**src/rtl/vec_mac_unit.sv**
```systemverilog
// -----------------------------------------------------------------------------
// vec_mac_unit
//
// Multi-lane signed multiply-accumulate engine. Each accepted input beat
// carries one signed weight and one signed activation per lane. The product
// is registered in stage 1 and added into a per-lane accumulator in stage 2.
// When the beat flagged as last has been absorbed, the per-lane sums, the
// beat count and the saturation flags are published as a held result.
//
// Optional feature (compile-time macro VEC_MAC_SAT_EN):
//   defined   -> each lane sum clamps to the signed ACC_WIDTH range and a
//                sticky per-lane flag records any clamp within the stream.
//   undefined -> lane sums wrap modulo 2^ACC_WIDTH and sat_flag is 0.
//
// Parameters:
//   DATA_WIDTH  signed operand width per lane
//   ACC_WIDTH   signed accumulator width per lane (>= 2*DATA_WIDTH)
//   LANES       number of independent MAC lanes
//   CNT_WIDTH   beat-counter width (saturates at all-ones)
//
// Ports:
//   clk        rising-edge clock
//   rst        synchronous, active-high reset
//   in_valid   input beat offered
//   in_ready   high in ACCUM only; beat accepted on in_valid && in_ready
//   in_last    accepted beat closes the stream
//   a_in       signed weights,     lane i at [i*DATA_WIDTH +: DATA_WIDTH]
//   b_in       signed activations, lane i at [i*DATA_WIDTH +: DATA_WIDTH]
//   out_valid  result held
//   out_ready  result consumed on out_valid && out_ready
//   acc_out    signed per-lane sums, lane i at [i*ACC_WIDTH +: ACC_WIDTH]
//   beat_cnt   number of beats in the reported stream
//   sat_flag   per-lane saturation indicator for the reported stream
// -----------------------------------------------------------------------------
module vec_mac_unit #(
  parameter int DATA_WIDTH = 8,
  parameter int ACC_WIDTH  = 32,
  parameter int LANES      = 4,
  parameter int CNT_WIDTH  = 16
) (
  input  logic                          clk,
  input  logic                          rst,
  input  logic                          in_valid,
  output logic                          in_ready,
  input  logic                          in_last,
  input  logic [LANES*DATA_WIDTH-1:0]   a_in,
  input  logic [LANES*DATA_WIDTH-1:0]   b_in,
  output logic                          out_valid,
  input  logic                          out_ready,
  output logic [LANES*ACC_WIDTH-1:0]    acc_out,
  output logic [CNT_WIDTH-1:0]          beat_cnt,
  output logic [LANES-1:0]              sat_flag
);

  localparam int PROD_WIDTH = 2 * DATA_WIDTH;

  typedef enum logic [1:0] {
    ACCUM = 2'd0,
    FLUSH = 2'd1,
    OUT   = 2'd2
  } state_e;

  state_e                 state_q;
  logic                   accept;
  logic                   s1_valid_q;
  logic                   s1_last_q;
  logic [CNT_WIDTH-1:0]   cnt_q;
  logic [CNT_WIDTH-1:0]   cnt_d;
  logic [CNT_WIDTH-1:0]   beat_cnt_q;
  logic                   out_valid_q;

  assign in_ready  = (state_q == ACCUM);
  assign accept    = in_valid && in_ready;
  assign out_valid = out_valid_q;
  assign beat_cnt  = beat_cnt_q;

  // Saturating beat count: holds at all-ones instead of wrapping.
  assign cnt_d = (cnt_q == {CNT_WIDTH{1'b1}}) ? cnt_q : cnt_q + CNT_WIDTH'(1);

  // ---------------------------------------------------------------------------
  // Stage-1 control bits. The last bit marks the beat whose product is still
  // in flight while the FSM sits in FLUSH.
  // ---------------------------------------------------------------------------
  // NOTE: sequential state is written with non-blocking assignments only, so
  // every register samples the pre-edge value of every other register.
  always_ff @(posedge clk) begin
    if (rst) begin
      s1_valid_q <= 1'b0;
      s1_last_q  <= 1'b0;
    end else begin
      s1_valid_q <= accept;
      s1_last_q  <= accept && in_last;
    end
  end

  // ---------------------------------------------------------------------------
  // Control FSM with registered result handshake and beat counter.
  // ---------------------------------------------------------------------------
  always_ff @(posedge clk) begin
    if (rst) begin
      state_q     <= ACCUM;
      cnt_q       <= '0;
      beat_cnt_q  <= '0;
      out_valid_q <= 1'b0;
    end else begin
      case (state_q)
        ACCUM: begin
          if (accept) begin
            cnt_q <= cnt_d;
            if (in_last) state_q <= FLUSH;
          end
        end
        FLUSH: begin
          beat_cnt_q  <= cnt_q;
          cnt_q       <= '0;
          out_valid_q <= 1'b1;
          state_q     <= OUT;
        end
        OUT: begin
          if (out_ready) begin
            out_valid_q <= 1'b0;
            state_q     <= ACCUM;
          end
        end
        default: state_q <= ACCUM;
      endcase
    end
  end

  // ---------------------------------------------------------------------------
  // Per-lane datapath.
  // ---------------------------------------------------------------------------
  for (genvar i = 0; i < LANES; i++) begin : g_lane
    logic signed [DATA_WIDTH-1:0] a_l;
    logic signed [DATA_WIDTH-1:0] b_l;
    logic signed [PROD_WIDTH-1:0] prod_d;
    logic signed [PROD_WIDTH-1:0] s1_prod_q;
    logic signed [ACC_WIDTH-1:0]  acc_q;
    logic signed [ACC_WIDTH-1:0]  acc_out_q;
    logic signed [ACC_WIDTH-1:0]  sum_d;

    assign a_l    = a_in[i*DATA_WIDTH +: DATA_WIDTH];
    assign b_l    = b_in[i*DATA_WIDTH +: DATA_WIDTH];
    assign prod_d = PROD_WIDTH'(a_l) * PROD_WIDTH'(b_l);

    // NOTE: the product register is pure datapath qualified by s1_valid_q,
    // so it carries no reset; only the valid/last bits need a known value.
    always_ff @(posedge clk) begin
      if (accept) s1_prod_q <= prod_d;
    end

`ifdef VEC_MAC_SAT_EN
    localparam logic signed [ACC_WIDTH-1:0] ACC_MAX = {1'b0, {(ACC_WIDTH-1){1'b1}}};
    localparam logic signed [ACC_WIDTH-1:0] ACC_MIN = {1'b1, {(ACC_WIDTH-1){1'b0}}};

    logic signed [ACC_WIDTH:0] wide_sum;
    logic                      clamp_d;
    logic                      sticky_q;
    logic                      sat_out_q;

    // One guard bit exposes signed overflow: the top two bits disagree.
    assign wide_sum = (ACC_WIDTH+1)'(acc_q) + (ACC_WIDTH+1)'(s1_prod_q);
    assign clamp_d  = wide_sum[ACC_WIDTH] != wide_sum[ACC_WIDTH-1];
    assign sum_d    = !clamp_d           ? wide_sum[ACC_WIDTH-1:0] :
                      wide_sum[ACC_WIDTH] ? ACC_MIN : ACC_MAX;

    always_ff @(posedge clk) begin
      if (rst) begin
        sticky_q  <= 1'b0;
        sat_out_q <= 1'b0;
      end else if (state_q == FLUSH) begin
        sat_out_q <= sticky_q | (s1_last_q & clamp_d);
        sticky_q  <= 1'b0;
      end else if (s1_valid_q) begin
        sticky_q  <= sticky_q | clamp_d;
      end
    end

    assign sat_flag[i] = sat_out_q;
`else
    assign sum_d       = acc_q + ACC_WIDTH'(s1_prod_q);
    assign sat_flag[i] = 1'b0;
`endif

    // In FLUSH the final product is still in stage 1; fold it straight into
    // the published sum and start the next stream from zero.
    always_ff @(posedge clk) begin
      if (rst) begin
        acc_q     <= '0;
        acc_out_q <= '0;
      end else if (state_q == FLUSH) begin
        acc_out_q <= s1_last_q ? sum_d : acc_q;
        acc_q     <= '0;
      end else if (s1_valid_q) begin
        acc_q     <= sum_d;
      end
    end

    assign acc_out[i*ACC_WIDTH +: ACC_WIDTH] = acc_out_q;
  end

endmodule

```
**config.mk**
```make
export PLATFORM = sky130hd
export DESIGN_NAME = vec_mac_unit
export DESIGN_NICKNAME = d
export VERILOG_FILES = /design/src/rtl/vec_mac_unit.sv
export SDC_FILE = /design/constraint.sdc
export NUM_CORES = 2
export LEC_CHECK = 0
export BUFFER_PORTS_ARGS = -buffer_cell sky130_fd_sc_hd__clkbuf_2
export CAP_MARGIN = 10
export CORE_ASPECT_RATIO = 0.8
export CORE_MARGIN = 3
export CORE_UTILIZATION = 45
export CTS_CLUSTER_SIZE = 12
export DETAILED_ROUTE_END_ITERATION = 7
export PLACE_DENSITY = 0.7
export SLEW_MARGIN = 20
export SYNTH_ARGS = -nofsm -noshare
export SYNTH_HDL_FRONTEND = slang
export SYNTH_SLANG_ARGS = --single-unit
```
**constraint.sdc**
```tcl
create_clock -name clk -period 14.1 [get_ports clk]
set_input_delay 2.115 -clock clk [delete_from_list [all_inputs] [get_ports clk]]
set_output_delay 2.115 -clock clk [all_outputs]
set_load 0.02 [all_outputs]
```
==> impl_metrics.yaml <==
outcome:
  status: "completed"
synth:
  yosys.cell_types.count: 93
  ys_warn_count: 0
  syn_area_um2: 29200
  post-synth-top-count-cell: "inv_1"
  synth-seq-area-share_pct: 26.6
  synth_top_flop_cell: "dfxtp_1"
  yosys.area.top_type: "dfxtp_1"
  synthTopCellsByArea: "dfxtp_1 20%, fa_1 15%, ha_1 10%"
  syn-instance-count: 3214
  synth_top_area_share_pct: 20.1
  yosys_register_bits: 357
  async_reset_ff_share_pct: 0
  synth_edf_count: 64
  ys_top_cells_by_count: "371 x inv_1, 293 x dfxtp_1, 257 x nand2_1"
  synth_area_per_cell_um2: 9.10
critical_path:
  cp-end-kind: "flip-flop"
  crit_arrival_ns: 6.41
  crit_type: "input port to flip-flop"
  max_stage_delay_ns: 0.54
  crit_chain: "clkbuf_2 > and2_1 > fa_1 > inv_1 > fa_1 > inv_1 > fa_1 > inv_1 > fa_1 > inv_1 > ha_1 > o21ai_0 > a21boi_0 > o21ai_0 > a21boi_0 > o21a_1 > o21ai_0 > nand2b_1 > a21oi_1 > xnor2_1"
  crit_slowest_cell: "fa_1"
  cp-start-kind: "input port"
  crit_required_ns: 14.41
  worstPathMaxFanout: 8
floorplan:
  core_area_um2: 63500
  fp.dieH_um: 234
  start_util_pct: 46.0
  die_x_um: 291
  rows: 82
  io_pins: 219
  dieArea_um2: 68100
timing:
  worstMarginPinSlew_ns: 1.04
  finalSetupViolations: 0
  slew_headroom_pct: 30.7
  fmax_mhz: 164
  fin_crit_ns: 6.10
  fin_setup_tns_ns: 0
  rsz0062_at_grt: "no"
  clock_skew_ns: 0.0162
  hold_violations: 0
  final.setup.worst_slack_ns: 8.00
  finalMaxSlewViolations: 0
  finalCritPeriodShare_pct: 43.3
place:
  portBuffers: 214
  finalWeightedCongestion: 0.861
  placedCellCount: 4169
  postPlaceCellArea_um2: 31000
  dp_worst_setup_slack_ns: 7.45
  dpl.hpwl_mm: 50.3
route:
  wl_mm: 67.2
  ant_nets: 0
  post_drt_wl_per_cell_um: 15.8
  drcViolationCount: 0
  num_vias: 22100
  drt_pass1_iterations: 5
  drtIter0Drc: 1028
  via_per_inst: 5.22
clock_network:
  clock_sinks: 357
  cts_buffers: 41
  clock_path_buffers: 3
  worstSkewPairLatency_ns: 0.56
  cts_hold_buffers: 0
  cts.repair.resized: 0
  clk_pin_slew_ns: 0.06
  cts-root-buf: "clkbuf_16"
  cts_tree: "yes"
  htree_levels: 2
  post-cts-setup-buffer-count: 0
finish:
  diodes: 0
  nets: 3906
  instances_no_fill: 4244
  drive_gt1_share_pct: 10.3
  fin_util_pct: 51.0
  stdcell_area_um2: 32400
  syn_to_final_growth_pct: 10.7
pwr:
  p_leak_nw: 14.6
  power_density_nw_per_um2: 166
  peakVddDrop_mv: 0.140
flow_run:
  drv_cap: 0
global_route:
  grt_usage_pct: 19.9
  first_global_vias: 22000
  antenna_found_initial: 0
  grt_max_degree: 72
  grt_pass1_wl_mm: 113
  grt_overflow: 0
worst_hold_path:
  min_path_type: "flip-flop to flip-flop"
metal layers:
metal  GRT usage [%]  up-vias  part of all wire (%)
li1                -    11100                     -
met1            28.2    10600                    49
met2            32.3      338                    45
met3            2.64       72                   3.8
met4            4.76        0                   2.3
met5               0        -                     0
metrics by stage:
step / hold WS, ns / power [mW]
final: 0.446 / 5.39
after global routing: 0.473 / 5.91
after CTS: 0.451 / 5.44
after detailed placement: 0.441 / 4.30
after global placement: 0.435 / 4.25
after floorplan: 0.462 / 3.73
logic make-up after synthesis:
family,count (synthesis),share of synthesized area [%]
buf+inv,483,6.48
other cells,1,0.0128
xor+xnor,186,5.57
compound gates,662,15.0
flops,357,26.6
mux,180,6.18
fa+ha+maj,465,25.7
simple gates,880,14.5
cell usage in the layout (no fill, tap or decap), drive strengths merged, types with 35 or more instances in the layout:
cell type and count:
a211oi 35, a21o 89, a21oi 140, and2 177, clkbuf 275, dfxtp 293, edfxtp 64, fa 224
ha 241, inv 373, mux2i 177, nand2 257, nor2 245, o21ai 223, xnor2 135, xor2 51
worst max-delay path: cells and delay by family:
kind                       cells  cell delay [ns]
adders and majority gates      5             2.33
AOI/OAI and AO/OA              7             1.27
buffers and inverters          5             0.34
and+or+nand+nor                2             0.27
xor gates and xnor gates       1             0.09
power by group:
part,internal [mW],switching [mW],total (mW)
clock network,0.656,0.447,1.10
logic,1.26,1.62,2.89
registers,1.28,0.124,1.40
total,3.19,2.19,5.39
area by class of cell:
cell class                      count  area (um^2)
Clock buffer                       61         1210
Clock inverter                     14          181
Fill cell                        5996        31100
Inverter                          371         1390
Multi-Input combinational cell   2377        19600
Sequential cell                   357         7790
Tap cell                          840         1050
Timing Repair Buffer              224         1150
final timing paths:
| check | to | slack [ns] | cells after the start | from |
|---|---|---|---|---|
| min | g_lane[3].acc_out_q[29] | 0.45 | 2 | g_lane[3].acc_out_q[29] |
| min reg2reg | g_lane[3].acc_out_q[29] | 0.45 | 2 | g_lane[3].acc_out_q[29] |
| max | g_lane[1].s1_prod_q[14] | 8.00 | 20 | a_in[13] |
| max reg2reg | g_lane[2].acc_out_q[31] | 10.61 | 11 | g_lane[2].s1_prod_q[15] |
flip-flops by register name, indices dropped and copies added, names as in the netlist:
signal / flops
cnt_q: 16
g_lane.acc_out_q: 128
g_lane.acc_q: 128
g_lane.s1_prod_q: 64
state_q: 2
s1_valid_q: 1
s1_last_q: 1
beat_cnt: 16
out_valid: 1
Power figures use the tool's default switching activity.
